## src/rtl/clk_mode_sequencer.sv

```systemverilog
// -----------------------------------------------------------------------------
// clk_mode_sequencer
//
// Purpose:
//   Steps a clock generator through NUM_MODES configurations, one step per
//   debounced button press. Each step is handed to an external configuration
//   engine through a req/ack/done handshake. One press is queued while a
//   configuration is in flight; further presses are dropped and flagged.
//   Failed or timed-out configurations raise a sticky error flag for display.
//
// Ports:
//   clk            in   system clock
//   reset          in   synchronous, active-high reset
//   press          in   one-cycle press pulse from the debouncer
//   cfg_req        out  configuration request, held until acknowledged
//   cfg_mode       out  mode being requested, stable while cfg_req=1
//   cfg_ack        in   engine accepted the request
//   cfg_done       in   one-cycle completion pulse from the engine
//   cfg_fail       in   qualifies cfg_done, 1 = configuration failed
//   active_mode    out  last successfully configured mode
//   busy           out  request outstanding (REQ or WAIT)
//   cfg_error      out  sticky failure/timeout flag, cleared by a success
//   press_dropped  out  one-cycle pulse when a press is discarded
// -----------------------------------------------------------------------------
module clk_mode_sequencer #(
   parameter int NUM_MODES      = 4,
   parameter int MODE_W         = 2,
   parameter int START_MODE     = 0,
   parameter bit INIT_ON_RESET  = 1'b1,
   parameter int TIMEOUT_CYCLES = 1000000
) (
   input  logic              clk,
   input  logic              reset,
   input  logic              press,
   output logic              cfg_req,
   output logic [MODE_W-1:0] cfg_mode,
   input  logic              cfg_ack,
   input  logic              cfg_done,
   input  logic              cfg_fail,
   output logic [MODE_W-1:0] active_mode,
   output logic              busy,
   output logic              cfg_error,
   output logic              press_dropped
);

   localparam int                CNT_W   = $clog2(TIMEOUT_CYCLES + 1);
   localparam logic [MODE_W-1:0] START_M = MODE_W'(START_MODE);
   localparam logic [MODE_W-1:0] LAST_M  = MODE_W'(NUM_MODES - 1);
   localparam logic [CNT_W-1:0]  TO_LAST = CNT_W'(TIMEOUT_CYCLES - 1);

   typedef enum logic [1:0] {
      S_IDLE = 2'd0,
      S_REQ  = 2'd1,
      S_WAIT = 2'd2
   } state_t;

   state_t            state_q, state_d;
   logic              init_q, init_d;        // START_MODE request still owed after reset
   logic              pending_q, pending_d;
   logic [CNT_W-1:0]  cnt_q, cnt_d;
   logic [MODE_W-1:0] mode_q, mode_d;
   logic [MODE_W-1:0] active_q, active_d;
   logic              error_q, error_d;
   logic              dropped_q, dropped_d;
   logic              req_q;
   logic              busy_q;

   logic              launch;
   logic [MODE_W-1:0] launch_mode;
   logic              complete;

   // Modulo-NUM_MODES increment; never produces an index >= NUM_MODES.
   function automatic logic [MODE_W-1:0] next_mode(input logic [MODE_W-1:0] m);
      return (m == LAST_M) ? '0 : m + MODE_W'(1);
   endfunction

   always_comb begin
      state_d     = state_q;
      init_d      = init_q;
      pending_d   = pending_q;
      cnt_d       = cnt_q;
      mode_d      = mode_q;
      active_d    = active_q;
      error_d     = error_q;
      dropped_d   = 1'b0;
      launch      = 1'b0;
      launch_mode = mode_q;
      complete    = 1'b0;

      unique case (state_q)
         S_IDLE: begin
            if (init_q) begin
               launch      = 1'b1;
               launch_mode = START_M;
               init_d      = 1'b0;
               pending_d   = press;
            end else if (press) begin
               launch      = 1'b1;
               launch_mode = next_mode(active_q);
            end
         end

         S_REQ, S_WAIT: begin
            // A done pulse in REQ only counts when it arrives together with ack.
            complete = cfg_done && ((state_q == S_WAIT) || cfg_ack);
            if (complete) begin
               if (cfg_fail) begin
                  error_d   = 1'b1;
                  pending_d = 1'b0;
                  state_d   = S_IDLE;
               end else begin
                  active_d = mode_q;
                  error_d  = 1'b0;
                  // A queued press (or one arriving right now) relaunches with
                  // no IDLE cycle in between.
                  if (pending_q) begin
                     launch      = 1'b1;
                     launch_mode = next_mode(mode_q);
                     pending_d   = press;
                  end else if (press) begin
                     launch      = 1'b1;
                     launch_mode = next_mode(mode_q);
                  end else begin
                     state_d = S_IDLE;
                  end
               end
            end else if (cnt_q == TO_LAST) begin
               error_d   = 1'b1;
               pending_d = 1'b0;
               state_d   = S_IDLE;
            end else begin
               cnt_d = cnt_q + CNT_W'(1);
               if ((state_q == S_REQ) && cfg_ack) begin
                  state_d = S_WAIT;
               end
               if (press) begin
                  if (pending_q) begin
                     dropped_d = 1'b1;
                  end else begin
                     pending_d = 1'b1;
                  end
               end
            end
         end

         default: state_d = S_IDLE;
      endcase

      if (launch) begin
         state_d = S_REQ;
         mode_d  = launch_mode;
         cnt_d   = '0;
      end
   end

   always_ff @(posedge clk) begin
      if (reset) begin
         state_q   <= S_IDLE;
         init_q    <= INIT_ON_RESET;
         pending_q <= 1'b0;
         cnt_q     <= '0;
         mode_q    <= START_M;
         active_q  <= START_M;
         error_q   <= 1'b0;
         dropped_q <= 1'b0;
         req_q     <= 1'b0;
         busy_q    <= 1'b0;
      end else begin
         state_q   <= state_d;
         init_q    <= init_d;
         pending_q <= pending_d;
         cnt_q     <= cnt_d;
         mode_q    <= mode_d;
         active_q  <= active_d;
         error_q   <= error_d;
         dropped_q <= dropped_d;
         // Status outputs are registered copies of the next state.
         req_q     <= (state_d == S_REQ);
         busy_q    <= (state_d != S_IDLE);
      end
   end

   assign cfg_req       = req_q;
   assign cfg_mode      = mode_q;
   assign active_mode   = active_q;
   assign busy          = busy_q;
   assign cfg_error     = error_q;
   assign press_dropped = dropped_q;

endmodule

```

## config.mk

```make
export PLATFORM = sky130hd
export DESIGN_NAME = clk_mode_sequencer
export DESIGN_NICKNAME = d
export VERILOG_FILES = /design/src/rtl/clk_mode_sequencer.sv
export SDC_FILE = /design/constraint.sdc
export NUM_CORES = 1
export LEC_CHECK = 0
export CAP_MARGIN = 20
export CORE_ASPECT_RATIO = 0.75
export CORE_MARGIN = 3
export CORE_UTILIZATION = 50
export DETAILED_ROUTE_END_ITERATION = 10
export HOLD_SLACK_MARGIN = 0.06
export PLACE_DENSITY = 0.74
export SETUP_SLACK_MARGIN = 0.05
export SKIP_LAST_GASP = 1
export SYNTH_ARGS = -nofsm -noshare
export SYNTH_HDL_FRONTEND = slang
export SYNTH_SLANG_ARGS = --single-unit
```

## constraint.sdc

```tcl
create_clock -name clk -period 3 [get_ports clk]
set_input_delay 0.6 -clock clk [delete_from_list [all_inputs] [get_ports clk]]
set_output_delay 0.6 -clock clk [all_outputs]
set_load 0.03 [all_outputs]
```

After elaboration in Yosys (flattened, before gate mapping)
Index checks and enable logic that the tools add are counted.
{"block": "totals", "out_inout_bits": 8, "in_bits": 6, "wordCells": 79, "ff_bits": 32}
{"block": "classes", "mux": 34, "n_bitwise": 5, "reduce_logical": 15, "addsub": 3, "eq_ne": 12}
{"operator": "2-bit two-way mux", "count": 15}
{"operator": "20-bit by 1-bit adder with 20-bit output, second input constant", "count": 1}
{"operator": "20-bit == test, second input constant", "count": 1}
{"operator": "1-bit two-way mux", "count": 15}
{"operator": "3-bit AND reduction", "count": 3}
{"operator": "2-bit one-hot mux with 2 select lines", "count": 2}
{"operator": "2-bit == test, second input constant", "count": 3}
{"operator": "2-bit inequality test, second input constant", "count": 3}
{"operator": "3-bit inequality test, second input constant", "count": 2}
{"operator": "6-bit AND reduction", "count": 1}
{"operator": "2-bit nonzero test", "count": 3}
{"operator": "1-bit NOT", "count": 5}
{"operator": "5-bit OR reduction", "count": 1}
{"operator": "2-bit by 1-bit adder with 2-bit output, second input constant", "count": 2}
{"operator": "2-bit by 1-bit == test with 1-bit output, second input constant", "count": 2}
{"operator": "4-bit inequality test, second input constant", "count": 1}
{"operator": "1-bit one-hot mux with 2 select lines", "count": 2}
{"operator": "2-bit OR reduction", "count": 2}
{"operator": "1-bit logical AND", "count": 2}
{"operator": "2-bit zero test", "count": 1}
{"operator": "2-bit AND reduction", "count": 1}
{"operator": "1-bit logical OR", "count": 1}

Depth between registers and ports, before layout
{"block": "logic_depth", "word_depth": 8, "ltp_mapped": 9}

Worst setup path before layout
Ideal clock, no wire load.
{"block": "synth_path", "kind": "reg-to-reg", "start": "reg state_q[0]", "end": "reg cnt_q[4]", "stages_incl_launch_ff": 10, "required_time_ns": 2.877, "path_buffers": 2, "path_slack_ns": 0.914, "setup_ns": 0.123, "t_arrival_ns": 1.963, "path_cell_list": "dfxtp_1 inv_1 ha_1 clkbuf_1 o21ai_0 o31ai_1 a21o_1 clkbuf_1 o21bai_1 a31oi_1"}
{"block": "synth_between", "elab_chain_len": 6, "elab_cells_between_ends": 11, "classes_between": "2 x eq/ne; 2 x mux; 1 x bitwise; 6 x reduce/logical"}
{"element": "start, declared", "line": "57", "text": "state_t state_q, state_d;"}
{"element": "start signal, assigned", "line": "169", "text": "state_q <= state_d;"}
{"element": "2-bit == test", "line": "90, 105"}
{"element": "1-bit logical OR", "line": "105", "text": "complete = cfg_done && ((state_q == S_WAIT) || cfg_ack);"}
{"element": "1-bit logical AND", "line": "105"}
{"element": "1-bit two-way mux", "line": "106", "text": "if (complete) begin"}
{"element": "1-bit one-hot mux with 2 select lines", "line": "90", "text": "unique case (state_q)"}
{"element": "2-bit OR reduction (no line)"}
{"element": "end signal, assigned", "line": "172", "text": "cnt_q <= cnt_d;"}
{"element": "end, declared", "line": "60", "text": "logic [CNT_W-1:0] cnt_q, cnt_d;"}
Several ways; a longest one is shown, not always the timed one.
A chain may end at the register's enable or synchronous reset.

Worst setup path in the final report
{"block": "layout_path", "start": "reg state_q[1]", "end": "reg cnt_q[7]"}
The elaborated chain is that of the path after synthesis.

==> metrics.cfg <==
[run_status]
status = finished clean

[synthesis]
syn_avg_cell_area_sq_um = 8.465
synth-compound-area-share = 0.1471
async_flop_share = 0
syn_area_sq_mm = 0.001659
synth_fa_ha_area_frac = 0.05279
ys_seq_area_frac = 0.3861
synthFlopType = dfxtp_1
synth_xor_area_frac = 0.08446
synth_mux_area_frac = 0.01810
synth-seq-cells = 32
postSynthCellCount = 196
yosys.area_share.simple = 0.2707
ys_warn_count = 0
synth-edff-count = 0
synth.distinct_cells = 37
synth_top_family_by_area = simple AND/OR/NAND/NOR gates
synth_fp_nets = 209

[clock_tree]
tritoncts = done
cts_sinks = 32
cts_resized = 0
cts.hold.buffers_added = 0
cts_buffer_depth = 2
htreeDepth = 2
cts_setup_buffers = 0
cts_root_buffer = clkbuf_8
cts-buffers-inserted = 5
clock_latency_ps = 280
path_clk_slew_ps = 60

[grt]
grt_overflow = 0
grt_pass1_vias = 1409
grt_pass1_wl_microns = 6334
grt_max_degree = 18
antenna_found_initial = 0
grt_usage = 0.2002

[timing]
min_period_over_period = 0.8414
rsz0062_at_grt = false
drv_slew = 0
slew_headroom = 0.6659
setup_tns_ps = 0
skew_ps = 5.692
setup_violations = 0
timing.fmax_mhz = 396.2
worst_slack_ps = 475.7
finalHoldViolCount = 0
period_needed_ps = 2524
tightest_slew_ps = 500.0

[finish]
drive_gt1_frac = 0.07583
fin_util = 0.6242
layout.nets = 223
syn_to_final_growth_pct = 15.23
diodes = 0
final_cell_area_sq_mm = 0.001912

[drt]
vias = 1451
drt-total-wl_microns = 3631
drc = 0
drt_iter0_drc = 53
first_pass_iters = 4
drtAntennaViolNets = 0
avgViaCountPerCell = 5.827
avgRoutedWirePerCell_microns = 14.58

[critical_path]
cpPeakStageDelay_ps = 600
cp.depth = 7
cp.required_ps = 3180
start_kind = flop
cp_top_family = compound AO/OA/AOI/OAI gates
worst-setup-path-type = flop to flop
cp.buffers_inverters = 2
r2r_setup_slack_ps = 480
r2r-start = state_q[1]
worstPathMaxFanout = 17
worstSetupEndpointType = flop
crit_chain = inv_1 -> ha_1 -> o21ai_0 -> o31ai_1 -> a21o_1 -> buf_4 -> nor2_1
r2r_cells = 7
cp_slowest_cell = ha_1
arrival_ps = 2700
reg2reg_to = cnt_q[7]

[placed_design]
pre_cts_ws_ps = 368.9
dp_hpwl_microns = 2620
placed_area_sq_mm = 0.001822
place.port_buffers = 13
place_congestion = 0.7692

[floorplanning]
boundaryPins = 14
core-area_sq_mm = 0.003063
rows = 17
start_util = 0.5417
die_w_microns = 72.52
die_y_microns = 55.89
dieArea_sq_mm = 0.004053

[min_path]
hp-class = flop to flop
whs_endpoint = cnt_q[4]
hold_start = cnt_q[4]
hold_depth = 1

[pwr]
p_leak_nw = 0.6403
ir_worst_vdd_mv = 0.2886
p_per_area_mw_per_mm2 = 577.1

[job]
max_cap_viol_count = 0

-- where the power goes --
part           switching [mW]  internal (mW)  total, mW
clock network           0.150          0.187      0.337
registers              0.0316          0.455      0.486
logic                   0.166          0.115      0.280
-- registers in the layout (all words and copies together) (netlist names) --
register,flops
cfg_req,1
active_mode,2
busy,1
cfg_mode,2
state_q,2
press_dropped,1
init_q,1
pending_q,1
cnt_q,20
cfg_error,1
-- cell type report --
cell class	count	area, sq um
Fill cell	268	1151
Multi-Input combinational cell	146	950.9
Sequential cell	32	640.6
Clock buffer	8	90.09
Tap cell	38	47.55
Inverter	10	37.54
Timing Repair Buffer	15	145.1
-- cells in the mapped netlist, types with 2 or more instances --
library cell / instances / share of area
o21ai_0: 6 / 0.018
a31oi_1: 3 / 0.011
clkbuf_1: 8 / 0.018
a211oi_1: 3 / 0.014
nor4_1: 4 / 0.015
xnor2_1: 16 / 0.084
mux2i_1: 3 / 0.018
nand2b_1: 2 / 0.0075
nand3_1: 12 / 0.036
inv_1: 10 / 0.023
nand2_1: 11 / 0.025
o31ai_1: 4 / 0.018
a21o_1: 2 / 0.0090
nor3b_1: 2 / 0.0090
nor2_1: 26 / 0.059
nand4b_1: 2 / 0.011
a21oi_1: 10 / 0.030
ha_1: 7 / 0.053
and3_1: 4 / 0.015
nand4_1: 2 / 0.0075
nor3_1: 12 / 0.036
dfxtp_1: 32 / 0.39
-- how the worst max path moves through the flow --
stage / to / start / slack (ps)
after floorplan: cnt_q[4] / state_q[0] / 910
after global placement: cnt_q[11] / press / 500
after detailed placement: cnt_q[16] / cfg_ack / 370
after CTS: cnt_q[1] / state_q[0] / 470
after global routing: cnt_q[5] / state_q[1] / 170
final: cnt_q[7] / state_q[1] / 480
-- cells in the final DEF (no fill, tap or decap), types with 2 or more instances in the layout --
master,instances
xnor2_1,16
clkdlybuf4s50_1,13
nand4_1,2
nand4b_1,2
buf_4,2
and3_1,4
o31ai_1,4
nand3_1,12
nor3b_1,2
a211oi_1,3
ha_1,7
clkbuf_8,6
nor3_1,12
nor4_1,4
a21oi_1,10
o21ai_0,6
a31oi_1,3
clkbuf_1,2
inv_1,10
nor2_1,26
nand2_1,11
nand2b_1,2
mux2i_1,3
a21o_1,2
dfxtp_1,32
-- per-stage QoR --
stage / total power [mW] / std cells / hold WS [ps]
2_1_floorplan: 0.6849 / 196 / 429.1
3_3_place_gp: 0.7641 / 241 / 449.1
3_5_place_dp: 0.7728 / 241 / 456.0
4_1_cts: 1.118 / 249 / 469.5
5_1_grt: 1.173 / 249 / 506.7
6_report: 1.103 / 249 / 477.8
-- cells by family after synthesis --
kind of cell               count (synthesis)
AOI/OAI and AO/OA                         36
and+or+nand+nor                           84
xor gates and xnor gates                  16
adders and majority gates                  7
buffers and inverters                     18
DFF                                       32
muxes                                      3
-- layer usage --
layer  GRT usage  share of wire
met1      0.2564           0.48
met3     0.07220          0.061
met5           0              0
met4     0.07895          0.016
met2      0.3048           0.44
Power figures use the tool's default switching activity.
==> variant 1, RTL diff (same flow settings) <==
Encoding of `state_t`: now one-hot (3 bits for 3 states).
--- a/src/rtl/clk_mode_sequencer.sv
+++ b/src/rtl/clk_mode_sequencer.sv
@@ -49,8 +49,8 @@
    localparam logic [CNT_W-1:0]  TO_LAST = CNT_W'(TIMEOUT_CYCLES - 1);
 
-   typedef enum logic [1:0] {
-      S_IDLE = 2'd0,
-      S_REQ  = 2'd1,
-      S_WAIT = 2'd2
+   typedef enum logic [2:0] {
+      S_IDLE = 3'b001,
+      S_REQ  = 3'b010,
+      S_WAIT = 3'b100
    } state_t;
 
Check against the original RTL: no difference found for any inputs over 10 cycles, from zero or initial values and one cycle with reset high; not proved beyond that.
==> variant 1 against the original RTL <==
- wire length increased by 4.6%
- design area increased by 3.3%
- fmax increased by 8.2%
- setup slack improved by 0.19 ns
- area after synthesis increased by 0.98%
- register-to-register slack improved by 0.38 ns
- sequential cell count increased by 1
- total power increased by 2.5%
- non-clock buffer count increased by 1
- critical path type is now in2reg
- highest routed layer unchanged
==> variant 1: results (changes against the original RTL) <==
[outcome]
status=finished clean  ; unchanged

[critical_path]
worst_r2r_startpoint=state_q[0]$_SDFF_PP1_  ; was state_q[1]$_SDFF_PP0_
crit-reg2reg-capture=cfg_mode[0]$_SDFFE_PP0P_  ; was cnt_q[7]$_SDFFE_PP0P_
crit_slowest_cell=clkdlybuf4s50_1  ; was ha_1
worstPathMaxFanout=19  ; was 17
setup.worst_path.start=cfg_done  ; was state_q[1]$_SDFF_PP0_
reg2regPathDepth=5  ; was 7
critPathCapture=cnt_q[6]$_SDFFE_PP0P_  ; was cnt_q[7]$_SDFFE_PP0P_
worst-r2r-setup-slack_ns=0.86  ; was 0.48 ns

[place]
dp_hpwl_um=2770  ; was 2620 um
finalWeightedCongestion=0.867  ; was 0.769
dp_cells=235  ; was 241

[synth]
seq_area_frac_synth=0.394  ; was 0.386
netlist_top_cells_count=33 x dfxtp_1, 16 x a21oi_1, 15 x nor2_1, 11 x nand2_1, 11 x o21ai_0  ; was 32 x dfxtp_1, 26 x nor2_1, 16 x xnor2_1, 12 x nand3_1, 12 x nor3_1
yosys_register_bits=33  ; was 32
number_of_distinct_library_cell_variants_in_the_gate_level_netlist_after_synthesis=50  ; was 37
synthesis.nets=196  ; was 209

[hold_path]
timing.hold.worst_path_depth=2  ; was 1
hold_path.startpoint=cfg_error$_SDFFE_PP0P_  ; was cnt_q[4]$_SDFFE_PP0P_

[detailed_routing]
drt_first_iter_violations=80  ; was 53
dr_total_vias=1498  ; was 1451
detail_route.vias_per_cell=6.16  ; was 5.83
wl_met1_um=1810  ; was 1740 um
routed_wl_um=3800  ; was 3630 um
total_met3_wirelength_after_detailed_routing_um=281  ; was 221 um
wl_met2_um=1660  ; was 1610 um

[grt]
grt_pass1_wl_um=6290  ; was 6330 um
first_global_vias=1337  ; was 1409
gr-usage-all-layers=0.197  ; was 0.200

[final_layout]
syn_to_final_growth_pct=17.9  ; was 15.2%
final-nonclk-buf-share=0.0836  ; was 0.0759
clk_share=0.0589  ; was 0.0471
layout_nets=213  ; was 223
n_all_buffers=16  ; was 15
num-nonclk-inverters=8  ; was 10
fraction_of_area_in_multi_input_gates=0.484  ; was 0.497
ratio_of_cells_with_drive_above_1_in_the_final_layout=0.107  ; was 0.0758
filler_cells=271  ; was 268
nMultiInputCombCells=140  ; was 146

[sta]
finalWorstPathRequiredPeriod_ns=2.33  ; was 2.52 ns
finalClockSkew_ns=0.00270  ; was 0.00569 ns
fin_hold_ws_ns=0.461  ; was 0.478 ns
worst_pin_slew_ns=0.532  ; was 0.500 ns

[clocking]
cts_root_buf=clkbuf_8  ; unchanged

[pwr]
leakagePower_nw=0.656  ; was 0.640 nW

-- variant 1: kinds of logic (layout without fill, tap and decap cells) --
kind of cell	Yosys count	in the layout	share of synthesized area
AO/OA/AOI/OAI	50	50	0.211
XOR/XNOR	8	8	0.0418
adder cells (fa/ha/maj)	3	3	0.0224
buffers and inverters	14	32	0.0351
flip-flops	33	33	0.394
multiplexers	2	2	0.0119
AND/OR/NAND/NOR	77	77	0.283
-- variant 1: power breakdown --
| group | leakage, nW | total (mW) | internal [mW] | switching [mW] |
|---|---|---|---|---|
| combinational | 0.329 | 0.205 | 0.0869 | 0.118 |
| clock | 0.0585 | 0.433 | 0.271 | 0.163 |
| sequential | 0.268 | 0.493 | 0.462 | 0.0313 |
| total | 0.656 | 1.13 | 0.819 | 0.312 |
-- variant 1: metal layers --
| metal | up-vias | GRT usage |
|---|---|---|
| met2 | 54 | 0.290 |
| met5 | - | 0 |
| met4 | 0 | 0.0737 |
| met3 | 5 | 0.0505 |
| li1 | 722 | - |
| met1 | 717 | 0.272 |
==> variant 2, RTL diff (same settings) <==
Without the edit above. Change the parameter `TIMEOUT_CYCLES` from 1000000 to 2000000.
--- a/src/rtl/clk_mode_sequencer.sv
+++ b/src/rtl/clk_mode_sequencer.sv
@@ -28,5 +28,5 @@
    parameter int START_MODE     = 0,
    parameter bit INIT_ON_RESET  = 1'b1,
-   parameter int TIMEOUT_CYCLES = 1000000
+   parameter int TIMEOUT_CYCLES = 2000000
 ) (
    input  logic              clk,
Check against the original RTL: no difference found for any inputs over 10 cycles, from zero or initial values and one cycle with reset high; that may be too few to reach the edited logic, so the function may still have changed.
==> variant 2 against the original RTL <==
- wire length decreased by 7.3%
- setup slack improved by 0.28 ns
- cell count decreased by 1.6%
- design area increased by 5.4%
- total power increased by 2.8%
- area after synthesis increased by 5.1%
- sequential cell count increased by 1
- hold slack improved by 0.013 ns
- critical path type is now in2reg
- critical endpoint is now cnt_q[5]$_SDFFE_PP0P_
- largest cell class unchanged
==> variant 2: results (changes against the original RTL) <==
[outcome]
status=finished clean  ; unchanged

[detailed_routing]
wl_met2_um=1500  ; was 1610 um
top_signal_layer_used=met4  ; unchanged
total_met3_wirelength_after_detailed_routing_um=163  ; was 221 um
detail_route.first_pass.iterations=4  ; unchanged
wl_met1_um=1690  ; was 1740 um
dr_total_vias=1401  ; was 1451
routed_wire_length_per_instance_um=13.7  ; was 14.6 um
routed_wl_um=3370  ; was 3630 um
drt_first_iter_violations=62  ; was 53

[critical_path]
worst-endpoint-arrival_ns=2.44  ; was 2.70 ns
reg2regPathDepth=7  ; unchanged
worstPathMaxFanout=9  ; was 17

[hold_path]
timing.hold.worst_path_depth=2  ; was 1
hold_crit_path_type=reg2reg  ; unchanged

[clocking]
post-cts-setup-buffer-count=0  ; unchanged
clk_latency_ns=0.28  ; about the same
htree_num_levels=2  ; unchanged
clkTransAtPathRegs_ns=0.07
cts_resized=0  ; unchanged
clock_tree.buffer_depth=2  ; unchanged
cts_buffers=5  ; unchanged
cts_root_buf=clkbuf_8  ; unchanged

[pwr]
max-vdd-ir-drop_mv=0.428  ; was 0.289 mV
leakagePower_nw=0.693  ; was 0.640 nW

[synth]
synthTopCellsByArea=dfxtp_1 38%, xnor2_1 6.0%, nor2_1 5.4%  ; was dfxtp_1 39%, xnor2_1 8.4%, nor2_1 5.9%
netlist_top_cells_count=33 x dfxtp_1, 25 x nor2_1, 12 x xnor2_1, 10 x inv_1, 9 x nand2_1  ; was 32 x dfxtp_1, 26 x nor2_1, 16 x xnor2_1, 12 x nand3_1, 12 x nor3_1
synth_ff_type=dfxtp_1  ; unchanged
syn-instance-count=191  ; was 196
synth_async_sr_flop_share=0  ; unchanged
synthesis.nets=204  ; was 209
warning_count_from_the_yosys_run=0  ; unchanged
number_of_distinct_library_cell_variants_in_the_gate_level_netlist_after_synthesis=52  ; was 37
seq_area_frac_synth=0.379  ; was 0.386

[final_layout]
layout_nets=219  ; was 223
antenna-diode-count=0  ; unchanged
largest_register_ff_count=21  ; was 20
largest-register=cnt_q  ; unchanged
ratio_of_cells_with_drive_above_1_in_the_final_layout=0.140  ; was 0.0758

[place]
placedInstanceArea_mm2=0.00190  ; was 0.00182 mm2
dp_cells=237  ; was 241
numPortBuffers=13  ; unchanged
finalWeightedCongestion=0.841  ; was 0.769
dp_hpwl_um=2580  ; was 2620 um

[grt]
gr-usage-all-layers=0.177  ; was 0.200
grt_start_max_net_pins=22  ; was 18
grt_antenna_before_repair=0  ; unchanged
first_global_vias=1253  ; was 1409
grt_pass1_wl_um=5800  ; was 6330 um

[sta]
slew_headroom=0.723  ; was 0.666
finalClockSkew_ns=0.00922  ; was 0.00569 ns

[variant 2: changes by cell type after synthesis, moves of 4 or more]
cell and delta:
o31ai_1 -4, clkbuf_1 -6, nand3_1 -9, nor2_2 +4
xor2_1 +6, and2_1 +5, nor3_1 -8, xnor2_1 -4
a21oi_1 -5
[variant 2: cells by family (layout without fill, tap and decap cells)]
logic type / after synthesis / count (layout) / share of synthesized area
adders and majority gates: 7 / 7 / 0.0502
DFF: 33 / 33 / 0.379
buffers and inverters: 17 / 33 / 0.0431
xor gates and xnor gates: 18 / 18 / 0.0905
AOI/OAI and AO/OA: 32 / 32 / 0.151
muxes: 3 / 3 / 0.0172
and+or+nand+nor: 81 / 81 / 0.269
[variant 2: area by class of cell]
cell class / count / area (um2)
Fill cell: 248 / 1110
Multi-Input combinational cell: 141 / 1010
Sequential cell: 33 / 661
Timing Repair Buffer: 15 / 145
Clock buffer: 7 / 86.3
Tap cell: 38 / 47.5
Inverter: 10 / 37.5
Clock inverter: 1 / 30.0
[variant 2: stage by stage]
stage                     worst slack, ns  power, mW   util
after floorplan                      1.17      0.657      -
after global placement              0.558      0.717  0.607
after CTS                           0.774       1.15  0.644
after detailed placement            0.475      0.723  0.607
final                               0.759       1.13  0.644
after global routing                0.639       1.20  0.644
[variant 2: power by group]
part	internal, mW	switching [mW]
clock network	0.271	0.150
registers	0.462	0.0199
logic	0.0928	0.139
total	0.826	0.309
[variant 2: worst paths after layout]
| path | slack [ns] | startpoint | endpoint |
|---|---|---|---|
| max | 0.76 | cfg_ack | cnt_q[5]$_SDFFE_PP0P_ |
| min | 0.49 | active_mode[1]$_SDFFE_PP0P_ | active_mode[1]$_SDFFE_PP0P_ |
| max reg2reg | 0.85 | state_q[0]$_SDFF_PP0_ | cnt_q[5]$_SDFFE_PP0P_ |
| min reg2reg | 0.49 | active_mode[1]$_SDFFE_PP0P_ | active_mode[1]$_SDFFE_PP0P_ |
[variant 2: per-layer routing]
metal | global-route usage | up-vias
li1 | - | 705
met1 | 0.260 | 657
met2 | 0.235 | 37
met3 | 0.0757 | 2
met4 | 0.0413 | 0
met5 | 0 | -
[variant 2: worst max-delay path, cell delays in order]
cell and delay (ns):
clkdlybuf4s50_1 0.46, o21ai_4 0.25, and2_1 0.43, o211ai_2 0.18, or3_1 0.37, a21oi_1 0.15
